$ cat config.mk
export PLATFORM = sky130hd
export DESIGN_NAME = regfile_write_ctrl
export DESIGN_NICKNAME = d
export VERILOG_FILES = /design/src/rtl/regfile_write_ctrl.sv
export SDC_FILE = /design/constraint.sdc
export NUM_CORES = 1
export LEC_CHECK = 0
export ABC_AREA = 1
export CORE_UTILIZATION = 29
export CTS_CLUSTER_SIZE = 10
export DETAILED_ROUTE_END_ITERATION = 16
export GPL_TIMING_DRIVEN = 1
export PLACE_DENSITY = 0.82
export SYNTH_ARGS = -nofsm -noshare
export SYNTH_HDL_FRONTEND = slang
export SYNTH_SLANG_ARGS = --single-unit
$ cat constraint.sdc
create_clock -name clk_i -period 2.03 [get_ports clk_i]
set_input_delay 0.406 -clock clk_i [delete_from_list [all_inputs] [get_ports clk_i]]
set_output_delay 0.406 -clock clk_i [all_outputs]
set_load 0.02 [all_outputs]
$ cat src/rtl/regfile_write_ctrl.sv
// regfile_write_ctrl
//   Owns the single write port of the register file. After reset it sweeps
//   every register to zero, because the file itself has no reset. It then
//   shares the port between the pipeline WB stage and a long-latency unit (LU)
//   that uses a valid/ready handshake.
//
//   WB normally has priority. An LU request that keeps losing to WB is forced
//   through after MAX_WAIT consecutive losses. In that case WB is stalled and
//   must be re-presented on the next cycle.
//
// Ports
//   clk_i, rst_i            clock (rising edge); synchronous active-high reset
//   wb_we_i/addr_i/data_i   WB write request; no back-pressure, held while stall_o=1
//   lu_valid_i/addr_i/data_i LU write request; held stable while valid & !ready
//   lu_ready_o              LU request accepted this cycle
//   stall_o                 freeze the pipeline so WB is re-presented next cycle
//   init_done_o             zero sweep finished
//   regwrite_o/rdaddr_o/rddata_o  write port of the register file
//
//   All outputs are combinational. The write commits at the next clk_i edge.
module regfile_write_ctrl #(
  parameter int DATA_W   = 32,
  parameter int ADDR_W   = 5,
  parameter int MAX_WAIT = 4
) (
  input  logic              clk_i,
  input  logic              rst_i,
  input  logic              wb_we_i,
  input  logic [ADDR_W-1:0] wb_addr_i,
  input  logic [DATA_W-1:0] wb_data_i,
  input  logic              lu_valid_i,
  input  logic [ADDR_W-1:0] lu_addr_i,
  input  logic [DATA_W-1:0] lu_data_i,
  output logic              lu_ready_o,
  output logic              stall_o,
  output logic              init_done_o,
  output logic              regwrite_o,
  output logic [ADDR_W-1:0] rdaddr_o,
  output logic [DATA_W-1:0] rddata_o
);

  // Keep the counter at least one bit wide so that MAX_WAIT=0 still elaborates.
  localparam int WAIT_W = (MAX_WAIT > 0) ? $clog2(MAX_WAIT + 1) : 1;

  typedef enum logic {ST_INIT, ST_RUN} state_t;

  state_t            state_q, state_d;
  logic [ADDR_W-1:0] init_cnt_q, init_cnt_d;
  logic [WAIT_W-1:0] wait_cnt_q, wait_cnt_d;

  logic wb_req;
  logic force_lu;
  logic grant_wb;
  logic grant_lu;

  // Arbitration. A WB write to $0 is not a request, so it never blocks the LU.
  always_comb begin
    wb_req   = wb_we_i && (wb_addr_i != '0);
    force_lu = (wait_cnt_q == WAIT_W'(MAX_WAIT));
    grant_wb = (state_q == ST_RUN) && wb_req && !(lu_valid_i && force_lu);
    grant_lu = (state_q == ST_RUN) && !grant_wb && lu_valid_i;
  end

  // State register
  always_ff @(posedge clk_i) begin
    if (rst_i) begin
      state_q    <= ST_INIT;
      init_cnt_q <= '0;
      wait_cnt_q <= '0;
    end else begin
      state_q    <= state_d;
      init_cnt_q <= init_cnt_d;
      wait_cnt_q <= wait_cnt_d;
    end
  end

  // Next state
  always_comb begin
    state_d    = state_q;
    init_cnt_d = init_cnt_q;
    wait_cnt_d = wait_cnt_q;
    case (state_q)
      ST_INIT: begin
        init_cnt_d = init_cnt_q + ADDR_W'(1);
        wait_cnt_d = '0;
        if (init_cnt_q == {ADDR_W{1'b1}}) begin
          state_d = ST_RUN;
        end
      end
      ST_RUN: begin
        if (!lu_valid_i || grant_lu) begin
          wait_cnt_d = '0;
        end else if (wait_cnt_q != WAIT_W'(MAX_WAIT)) begin
          wait_cnt_d = wait_cnt_q + WAIT_W'(1);
        end
      end
      default: state_d = ST_INIT;
    endcase
  end

  // Outputs
  always_comb begin
    regwrite_o  = 1'b0;
    rdaddr_o    = '0;
    rddata_o    = '0;
    lu_ready_o  = 1'b0;
    stall_o     = 1'b0;
    init_done_o = 1'b0;
    if (rst_i) begin
      // Behave as the first sweep cycle so that a pending LU is never accepted.
      regwrite_o = 1'b1;
      stall_o    = 1'b1;
    end else begin
      case (state_q)
        ST_INIT: begin
          regwrite_o = 1'b1;
          rdaddr_o   = init_cnt_q;
          stall_o    = 1'b1;
        end
        ST_RUN: begin
          init_done_o = 1'b1;
          if (grant_wb) begin
            regwrite_o = 1'b1;
            rdaddr_o   = wb_addr_i;
            rddata_o   = wb_data_i;
          end else if (grant_lu) begin
            // An LU write to $0 is accepted but is not written.
            lu_ready_o = 1'b1;
            stall_o    = wb_req;
            regwrite_o = (lu_addr_i != '0);
            rdaddr_o   = lu_addr_i;
            rddata_o   = lu_data_i;
          end
        end
        default: ;
      endcase
    end
  end

endmodule
---- After elaboration in Yosys (flattened, before gate mapping) ----
Cells that the tools add are included.
word-level totals
  word-level logic and storage cells ...... 49
  bits of input ports ..................... 78
  output and inout bits ................... 41
  register bits after elaboration ......... 9
operators by class
  add/sub/neg operators ................... 2
  muxes and demuxes ....................... 27
  reductions and logical operators ........ 12
  bitwise logic cells ..................... 1
  eq/ne operators ......................... 4
operator list
  cell                                                                     count
  32-bit 2-to-1 mux                                                        4
  5-bit 2-to-1 mux                                                         3
  1-bit 2-to-1 mux                                                         14
  5-bit case mux with 2 select lines                                       1
  5-bit nonzero test                                                       2
  1-bit logical AND                                                        6
  3-bit 2-to-1 mux                                                         2
  3-bit case mux with 2 select lines                                       1
  5-bit by 1-bit adder with 5-bit output, second input constant            1
  5-bit == test, second input constant                                     1
  1-bit case mux with 2 select lines                                       2
  3-bit by 1-bit adder with 3-bit output, second input constant            1
  3-bit == test, second input constant                                     1
  1-bit logical NOT                                                        3
  3-bit by 1-bit inequality test with 1-bit output, second input constant  1
  3-bit inequality test, second input constant                             1
  1-bit logical OR                                                         1
  1-bit NOT                                                                1

---- Depth between registers and ports, before layout ----
Gate-level depths: netlist of the first run.
  depth in word-level cells ............... 11
  mapped depth ............................ 11
  depth with buffers taken out ............ 11

---- Least setup slack after synthesis of the first run ----
OpenSTA, ideal clock, no wires.
  path type ............................... flip-flop to output port
  from .................................... register wait_cnt_q[0]
  to ...................................... output rddata_o[10]
  cell stages (with the launch flop) ...... 11
  data arrival time ....................... 1534 ps
  path slack .............................. 90 ps
  path buffers ............................ 1
  path through ............................ dfxtp_1 > inv_1 > ha_1 > nand3_1 > nand2_1 > inv_2 > nand3_4 > inv_4 > buf_6 > nand2_1 > a21oi_1
on the way
  longest elaborated chain between the ends .. 11
RTL lines
  item                            RTL line  source
  start, declared                 49        logic [WAIT_W-1:0] wait_cnt_q, wait_cnt_d;
  start signal, assigned          73        wait_cnt_q <= wait_cnt_d;
  3-bit == test (*)               59        force_lu = (wait_cnt_q == WAIT_W'(MAX_WAIT));
  1-bit logical AND (*)           60        grant_wb = (state_q == ST_RUN) && wb_req && !(lu_valid_i && force_lu);
  1-bit logical NOT (*)           60
  1-bit logical AND (*)           60
  1-bit logical NOT               61        grant_lu = (state_q == ST_RUN) && !grant_wb && lu_valid_i;
  1-bit logical AND (2 in a row)  61
  32-bit 2-to-1 mux               126       end else if (grant_lu) begin
  32-bit 2-to-1 mux (*)           122       if (grant_wb) begin
  32-bit 2-to-1 mux (*)           114       case (state_q)
  32-bit 2-to-1 mux (*)           109       if (rst_i) begin
  end, declared                   39        output logic [DATA_W-1:0] rddata_o
Every way passes the cells marked *; elsewhere a longest branch is shown, timed or not.

---- Worst setup path after layout of the first run ----
  from .................................... register wait_cnt_q[1]
  to ...................................... output rddata_o[28]
The elaborated chain is that of the path after synthesis.

==> flow_summary_export.csv, run 1 <==
group,metric,value,unit
outcome,outcome,"finished, violations left",
outcome,failed_checks,"negative setup slack",
worst_setup_path,start_kind,"flip-flop",
global_routing,gr-usage-all-layers,25.6,%
floorplanning,die_area,4210,sq um
hold_path,holdCritStartpoint,"init_cnt_q[0]$_SDFFE_PP0N_",
power_and_ir_drop,power.density,208,nW/um^2
synthesis,syn-cell-area,1150,sq um
timing,fin_skew,0.000942,ns
global_routing,grt_overflow,0,
synthesis,synth_compound_area_share,17.9,%
timing,rsz0062_at_grt,"yes",
place,dp_slack,-0.751,ns
worst_setup_path,criticalPathCategory,"flip-flop to output port",
worst_setup_path,critical_path.startpoint,"wait_cnt_q[1]$_SDFFE_PP0P_",
clocking,worst_skew_pair.late_latency,0.24,ns
finish,syn2layout_area_growth,168,%
synthesis,ys.warnings.count,0,
place,dp_hpwl,4030,microns
drt,drt_iter0_drc,119,
timing,final-setup-viol-count,39,
timing,worst_pin_slew,0.424,ns
clocking,cts_hold_buf,0,
worst_setup_path,worstPathMaxFanout,5,
global_routing,grt_pass1_vias,1871,
synthesis,synthSimpleGateAreaFrac,48.7,%
timing,fin_crit,2.29,ns
finish,mostFrequentLayoutCells,"clkdlybuf4s50_1 (70), buf_4 (43), a21oi_2 (31)",
drt,wl_per_cell,18.3,microns
timing,timing.final.ws_setup,-0.263,ns
synthesis,ys_seq_area_share,15.7,%
floorplanning,io_pins,119,
clocking,htree_levels,1,
synthesis,synth_nets,294,
timing,report.final.slew_viol_count,0,
floorplanning,die_w,64.9,microns
clocking,clkTransAtPathRegs,0.05,ns
synthesis,synth_xor_area_share,0.764,%
synthesis,yosys.cell_types.count,21,
global_routing,grt_max_degree,27,
drt,ant_nets,0,
clocking,clockBufferDepth,2,
worst_setup_path,arrival,1.89,ns
synthesis,synth.area.mux_share,0,%
worst_setup_path,required,1.62,ns
timing,fmax,436,MHz
drt,vias_per_cell,5.38,
drt,drc,0,
floorplanning,die_h,64.9,microns
floorplanning,start_util,30.8,%
finish,diodes,0,
finish,layout.cells.non_filler,404,
flow_run,drv_cap,0,
drt,vias,2175,
finish,finish.utilization,82.8,%
global_routing,antenna_found_initial,0,
power_and_ir_drop,max-vdd-ir-drop,0.000392,V
global_routing,grt_pass1_wl,8500,microns
floorplanning,core_area,3720,sq um
synthesis,yosys_register_bits,9,
synthesis,synth_top_family_by_area,"simple AND/OR/NAND/NOR gates",
place,portBuffers,118,
power_and_ir_drop,leakagePower,1.25,nW
floorplanning,fp-row-count,22,
place,routabilityCongestion,0.867,
finish,layout.nets,439,
hold_path,hp-class,"flip-flop to flip-flop",
clocking,cts_buffers,3,
finish,fillerInstances,197,
synthesis,synth_fa_ha_area_share,4.37,%
drt,drt_wl_total,7390,microns
timing,finalHoldViolations,0,
synthesis,synth.avg_cell_area,5.41,sq um
clocking,cts_tree,"built",
finish,mostFrequentLayoutCell,"clkdlybuf4s50_1",
worst_setup_path,worstReg2RegStart,"wait_cnt_q[1]$_SDFFE_PP0P_",
timing,relSlewSlack,71.8,%
synthesis,postSynthCellCount,212,
timing,post-route-period-util,113,%
clocking,clkSinkCount,9,
drt,drt_pass1_iterations,4,
clocking,cts-root-buf,"clkbuf_8",
finish,layout-drive-gt1-share,48.0,%
place,placed_cells,390,
worst_setup_path,crit_path_end_kind,"output port",
-- critical path, stage by stage (launching register included) --
cell	delay, ns
dfxtp_2	0.33
inv_2	0.08
ha_4	0.14
nand3_2	0.08
nand2_1	0.09
inv_2	0.06
nand3_4	0.16
buf_4	0.14
buf_6	0.12
nand3_1	0.12
a21oi_2	0.17
buf_4	0.16
-- path summary, 6_finish.rpt --
| path | end | slack (ns) | depth (start not counted) |
|---|---|---|---|
| max | rddata_o[28] | -0.26 | 11 |
| min | init_cnt_q[0]$_SDFFE_PP0N_ | 0.49 | 2 |
| max reg2reg | wait_cnt_q[1]$_SDFFE_PP0P_ | 0.38 | 11 |
| min reg2reg | init_cnt_q[0]$_SDFFE_PP0N_ | 0.49 | 2 |
-- sequential cells by signal (all words and copies together), names as in the netlist --
signal / flops
init_cnt_q: 5
state_q: 1
wait_cnt_q: 3
-- cell families after synthesis --
family,after synthesis
flops,9
buf+inv,30
simple gates,127
fa+ha+maj,4
xor+xnor,1
compound gates,41
-- where the power goes --
| part | internal (W) | total, W | switching, W |
|---|---|---|---|
| sequential | 0.000183 | 0.000187 | 0.00000460 |
| clock | 0.000138 | 0.000217 | 0.0000793 |
| combinational | 0.000149 | 0.000237 | 0.0000888 |
| total | 0.000469 | 0.000641 | 0.000173 |
-- cell usage after synthesis (all sizes together) --
master	count	share of area (%)
nor3	3	1.3
nand3	40	19
nand2	51	17
ha	4	4.4
nand4	4	2.2
clkinv	1	0.33
dfxtp	9	16
o21ai	7	3.1
clkbuf	7	2.3
nor2	29	9.5
xnor2	1	0.76
a21oi	34	15
buf	7	4.8
inv	15	5.1
-- per-layer routing --
layer	wire length (microns)	part of all wire (%)	GRT usage, %	vias up
li1	-	-	-	993
met1	2770	37	27.2	1045
met2	3720	50	48.8	108
met3	626	8.5	5.99	29
met4	269	3.6	8.33	0
met5	0	0	0	-
-- final cells by class --
type	instances	area, sq um	share of cell area (%)
repair buffers	154	1510	49.2
multi-input cells	173	1210	39.2
flip-flops and latches	9	183	5.94
inverters	16	67.6	2.20
well taps	48	60.1	1.95
clock buffers	4	45.0	1.46
-- through the flow --
step                hold slack [ns]  setup TNS, ns  instance area [sq um]  total power [W]
detailed placement            0.487         -27.62                   2550         0.000402
finish                        0.491          -7.81                   3080         0.000641
global placement              0.473         -26.14                   2550         0.000400
floorplan                     0.417              0                   1150         0.000224
global route                  0.516         -10.23                   3080         0.000661
CTS                           0.494          -3.31                   2760         0.000614
-- repair_timing --
action,CTS,global route
gates resized for setup,248,100
endpoints found under the setup margin,41,40
hold endpoints to repair,0,0
cloned,3,0
setup buffers,9,3
pin swaps,38,28
Power figures use the tool's default switching activity.
==> inputs of run 2 (changes only) <==
- clock period: 2.03 -> 2.5 ns (I/O delays scaled with it)
==> flow_summary_export.csv, run 2 (synthesized netlist as in run 1, its figures left out) <==
group,metric,value,unit
floorplanning,die_h,64.9,microns
power_and_ir_drop,p_int,0.000380,W
finish,mostFrequentLayoutCell,"clkdlybuf4s50_1",
place,place_area,2510,sq um
power_and_ir_drop,combPwrFrac,34.4,%
worst_setup_path,crit_path_end_kind,"output port",
hold_path,hp-class,"flip-flop to flip-flop",
power_and_ir_drop,max-vdd-ir-drop,0.000397,V
worst_setup_path,worstPathMaxFanout,5,
drt,drc,0,
drt,vias,1914,
timing,report.final.slew_viol_count,0,
clocking,cts_tree,"built",
timing,post-route-period-util,97.3,%
finish,layout.cells.non_filler,391,
worst_setup_path,worstPathCellList,"clkdlybuf4s50_1, nor2_2, buf_4, clkdlybuf4s50_1",
clocking,cts-root-buf,"clkbuf_8",
finish,syn2layout_area_growth,113,%
clocking,cts_hold_buf,0,
finish,layout.nets,426,
power_and_ir_drop,clkPwrFrac,35.0,%
place,routabilityCongestion,0.884,
worst_setup_path,r2r_slack,0.98,ns
timing,timing.final.ws_setup,0.0685,ns
power_and_ir_drop,pwr-share-seq,30.6,%
timing,worst_pin_slew,0.307,ns
worst_setup_path,worstRegToRegCells,11,
global_routing,grt_overflow,0,
timing,finalHoldViolations,0,
global_routing,gr-usage-all-layers,22.9,%
worst_setup_path,criticalPathCategory,"input port to output port",
clocking,worst_skew_pair.late_latency,0.24,ns
finish,layout-drive-gt1-share,22.2,%
finish,largest_registers,"init_cnt_q (5), wait_cnt_q (3), state_q (1)",
clocking,cts_buffers,3,
drt,drt_iter0_drc,76,
worst_setup_path,worstReg2RegStart,"wait_cnt_q[0]$_SDFFE_PP0P_",
finish,largest_reg_flops,5,
drt,wl_per_cell,13.3,microns
worst_setup_path,cp_common_cell,"clkdlybuf4s50_1",
drt,vias_per_cell,4.90,
timing,relSlewSlack,79.5,%
finish,fin_area,2440,sq um
floorplanning,die_w,64.9,microns
global_routing,grt_pass1_wl,7710,microns
drt,ant_nets,0,
worst_setup_path,crit_path_end,"init_done_o",
worst_setup_path,critical_path.startpoint,"rst_i",
global_routing,grt_pass1_vias,1686,
clocking,htree_levels,1,
outcome,outcome,"finished, final reports clean",
place,placed_cells,385,
worst_setup_path,crit_slowest_cell,"clkdlybuf4s50_1",
worst_setup_path,arrival,1.93,ns
timing,fin_crit,2.43,ns
place,portBuffers,118,
clocking,clkTransAtPathRegs,0.04,ns
finish,fillerInstances,355,
power_and_ir_drop,p_switching,0.000117,W
finish,mostFrequentLayoutCells,"clkdlybuf4s50_1 (74), nand2_1 (50), nand3_1 (37)",
worst_setup_path,rr_endpoint,"wait_cnt_q[2]$_SDFFE_PP0P_",
floorplanning,start_util,30.8,%
drt,drt_wl_total,5200,microns
clocking,clkSinkCount,9,
timing,fin_skew,0.00509,ns
power_and_ir_drop,power.density,204,nW/um^2
timing,fmax,411,MHz
finish,largest-register,"init_cnt_q",
worst_setup_path,start_kind,"input port",
timing,final-setup-viol-count,0,
power_and_ir_drop,switching_share,23.6,%
flow_run,drv_cap,0,
floorplanning,io_pins,119,
global_routing,grt_max_degree,28,
clocking,clockBufferDepth,2,
floorplanning,die_area,4210,sq um
floorplanning,fp-row-count,22,
worst_setup_path,required,2.00,ns
power_and_ir_drop,leakagePower,1.05,nW
place,dp_slack,-0.415,ns
floorplanning,core_area,3720,sq um
global_routing,antenna_found_initial,0,
finish,diodes,0,
timing,tns,0,ns
drt,drt_pass1_iterations,4,
place,dp_hpwl,4100,microns
worst_setup_path,max_stage_delay,0.59,ns
power_and_ir_drop,finalPower,0.000497,W
[run 2: changes by cell type in the layout (fill, tap and decap cells not counted), sizes merged]
cell           before  now
dlymetal6s2s        0    4
buf                75   61
clkinv              1    2
dlygate4sd2         8    2
inv                15   14
clkdlybuf4s50      70   74
clkbuf              5    4
[run 2: how the worst min path moves through the flow]
stage               slack (ns)                    endpoint                  startpoint  cells past startpoint
floorplan                 0.42  wait_cnt_q[0]$_SDFFE_PP0P_  wait_cnt_q[0]$_SDFFE_PP0P_                      1
finish                    0.49  init_cnt_q[0]$_SDFFE_PP0N_  init_cnt_q[0]$_SDFFE_PP0N_                      2
CTS                       0.49  init_cnt_q[0]$_SDFFE_PP0N_  init_cnt_q[0]$_SDFFE_PP0N_                      2
global placement          0.48  init_cnt_q[0]$_SDFFE_PP0N_  init_cnt_q[0]$_SDFFE_PP0N_                      2
detailed placement        0.48  init_cnt_q[0]$_SDFFE_PP0N_  init_cnt_q[0]$_SDFFE_PP0N_                      2
global route              0.50  init_cnt_q[0]$_SDFFE_PP0N_  init_cnt_q[0]$_SDFFE_PP0N_                      2
[run 2: per-layer routing]
layer  wire (microns)  vias up  GRT usage (%)
met5                0        -              0
met4               85        0           6.11
met3              454        8           5.63
met2             2630       77           42.4
met1             2020      863           25.6
li1                 -      966              -
[run 2: through the flow]
step / hold WS [ns] / util (%)
after detailed placement: 0.484 / 67.6
after CTS: 0.490 / 65.5
after floorplan: 0.417 / -
after global routing: 0.504 / 65.7
after global placement: 0.477 / 67.6
final: 0.495 / 65.7
[run 2: cell type report]
type	instances	area [sq um]	area share [%]
Tap cell	48	60.1	2.46
Sequential cell	9	180	7.38
Inverter	16	65.1	2.67
Clock buffer	4	45.0	1.85
Multi-Input combinational cell	173	848	34.8
Timing Repair Buffer	141	1240	50.9
[run 2: repair_timing]
item	in CTS	in global routing
pin swaps	0	3
setup endpoints to repair	40	39
gates resized for setup	146	29
setup buffers	0	2
cloned	0	0
[run 2: critical path, delay by kind of cell]
family | cells | cell delay, ns
buffers and inverters | 3 | 1.22
AND/OR/NAND/NOR | 1 | 0.21
[run 2: power groups by stage]
stage	clock network [W]	registers [W]	logic, W
after floorplan	0	0.000154	0.0000281
after global placement	0	0.000154	0.000169
after detailed placement	0	0.000155	0.000171
after CTS	0.000180	0.000152	0.000170
after global routing	0.000182	0.000152	0.000183
final	0.000174	0.000152	0.000171
==> edit (flow settings as in run 2) <==
`ADDR_W`: 5 -> 4.
--- a/src/rtl/regfile_write_ctrl.sv
+++ b/src/rtl/regfile_write_ctrl.sv
@@ -20,7 +20,7 @@
 //   All outputs are combinational. The write commits at the next clk_i edge.
 module regfile_write_ctrl #(
   parameter int DATA_W   = 32,
-  parameter int ADDR_W   = 5,
+  parameter int ADDR_W   = 4,
   parameter int MAX_WAIT = 4
 ) (
   input  logic              clk_i,
Interface: changed (resized lu_addr_i, rdaddr_o and wb_addr_i); port bits go from 119 to 116. No check against the original RTL was run, so the function may have changed too.
==> edit against run 2 <==
Sequential cell count fell by 1; highest routed layer unchanged; die area decreased by 13%; via count fell by 11%; clock skew is 4.0 ps lower; design area is 3.1% lower; power fell by 20%; final cell count is 8.7% lower; global-route usage is 2.1 points higher; synthesized area decreased by 14%; sequential power shrank 11%; synthesized cell count fell by 16%; wire length down 5.8%; worst setup slack got worse by 5.7 ps.
==> edit: results (changes against run 2) <==
[worst_hold_path]
worstHoldEndpoint = wait_cnt_q[0]$_SDFFE_PP0P_
hold_start = wait_cnt_q[0]$_SDFFE_PP0P_
min_path_cells = 1  ; -1

[synthesis]
synth_area_leaders = nand2_1, a21oi_1, dfxtp_1
avgSynthCellArea_um2 = 5.55  ; +2.7%
synthesis.nets = 257  ; -13%
ys_top_cells_by_count = nand2_1, a21oi_1, nor2_1
ys.warnings.count = 0  ; unchanged
synth_cell_types = 20  ; -4.8%
synthFlopType = dfxtp_1
yosysSeqAreaShare_pct = 16.2  ; +0.48 points
async_flop_share_pct = 0  ; unchanged

[global_routing]
track_usage_pct = 25.0  ; +2.1 points
grt_max_degree = 24  ; -14%
grt_pass1_vias = 1560  ; -7.5%
grt_pass1_wl_mm = 6.78  ; -12%

[worst_setup_path]
critPathLaunch = wait_cnt_q[0]$_SDFFE_PP0P_
reg2reg_slack_ps = 990
r2r_end = wait_cnt_q[0]$_SDFFE_PP0P_
reg2reg_depth = 10  ; -1
path_max_fanout = 6  ; +1

[timing]
slew_headroom_pct = 82.1  ; +2.5 points
clock_skew_ps = 1.06  ; -4.03 ps
holdWs_ps = 426  ; -69.0 ps

[cts]
clk_latency_ps = 260  ; +20 ps
clockBufferDepth = 2  ; unchanged
ctsHoldBuffers = 0  ; unchanged
cts_root_buf = clkbuf_4
clk_pin_slew_ps = 50

[outcome]
status = complete, no violations

[power]
p_leak_nw = 0.946  ; -9.9%
swShare_pct = 24.4  ; +0.83 points
ir_drop_mv = 0.214  ; -46%

[placed_design]
place_hpwl_mm = 3.45  ; -16%
dp_cells = 341  ; -11%
gp_congestion = 0.807  ; -8.8%
portBuffers = 115  ; -2.5%
placed_cell_area_um2 = 2240  ; -11%

[final_layout]
final_cells = 357  ; -8.7%
antennaDiodeCount = 0  ; unchanged
final_nets = 394  ; -7.5%
drive_above_1_share_pct = 29.7  ; +7.6 points
reg_top3 = init_cnt_q (4), wait_cnt_q (3), state_q (1)

[route]
wl_per_cell_um = 13.7  ; +3.2%
vias = 1698  ; -11%
drtIter0Drc = 72  ; -5.3%
drtPass1Iterations = 4  ; unchanged

## edit: changes by cell type in the layout (fill, tap and decap cells not counted), sizes merged, moves of 3 or more
| cell | run 2 | this run |
|---|---|---|
| nand3 | 40 | 6 |
| nand2 | 51 | 71 |
| nor2 | 29 | 12 |
| a21oi | 34 | 44 |
| clkdlybuf4s15 | 0 | 6 |
| inv | 14 | 9 |
| clkdlybuf4s50 | 74 | 70 |
| dlymetal6s2s | 4 | 0 |
| clkbuf | 4 | 7 |
| dlygate4sd2 | 2 | 5 |
## edit: area by class of cell
cell class                 count  area (um2)
clock buffer                   3        22.5
fill                         265         790
inverter                       9        33.8
multi-input combinational    149         743
sequential                     8         163
tap                           44        55.1
timing repair buffer         144        1350
## edit: kinds of logic after synthesis
logic type | synth area share, %
DFF | 16.2
buffers and inverters | 13.4
and+or+nand+nor | 39.6
adders and majority gates | 3.80
xor gates and xnor gates | 0.886
AOI/OAI and AO/OA | 26.1
## edit: critical path, stage by stage (launching register included)
cell and delay [ps]:
dfxtp_2 330, inv_2 60, ha_4 120, nand3_2 80, nand2_2 90, nor2_4 50, buf_12 120, nor2_4 120
buf_12 130, buf_12 100, buf_16 100, nand2_1 40, a21oi_1 160, buf_4 170
## edit: power by group through the flow
stage          Combinational, mW  Clock, mW  Sequential [mW]
2_1_floorplan             0.0227          0            0.137
3_3_place_gp               0.156          0            0.138
3_5_place_dp               0.158          0            0.138
4_1_cts                    0.156      0.107            0.135
5_1_grt                    0.168      0.114            0.135
6_report                   0.157      0.104            0.135
## edit: routing by layer
metal  up-vias  wire length [um]  GRT usage [%]
li1        856                 -              -
met1       747              1720           23.1
met2        82              2600           51.6
met3        13               480           5.76
met4         0                94           9.63
met5         -                 0              0
## edit: worst max-delay path by stage
stage / to / slack, ps / cells past startpoint
final: rddata_o[18] / 60 / 13
after CTS: rddata_o[1] / 5 / 11
after global placement: rddata_o[20] / -440 / 9
after global routing: rddata_o[18] / -60 / 13
after detailed placement: rddata_o[1] / -450 / 9
after floorplan: rddata_o[10] / 470 / 9
## edit: stage by stage
step	worst slack [ps]	util, %	power, mW
final	62.8	75.0	0.397
after global routing	-58.5	75.0	0.417
after CTS	4.51	74.7	0.399
after detailed placement	-453	71.1	0.296
after global placement	-437	71.1	0.294
after floorplan	468	-	0.160
## edit: repair_timing
action                                  CTS  global route
gates cloned                              3             0
resized for setup                       152            32
pin swaps                                 9            11
endpoints found under the setup margin   39            36
setup buffers                             7             3
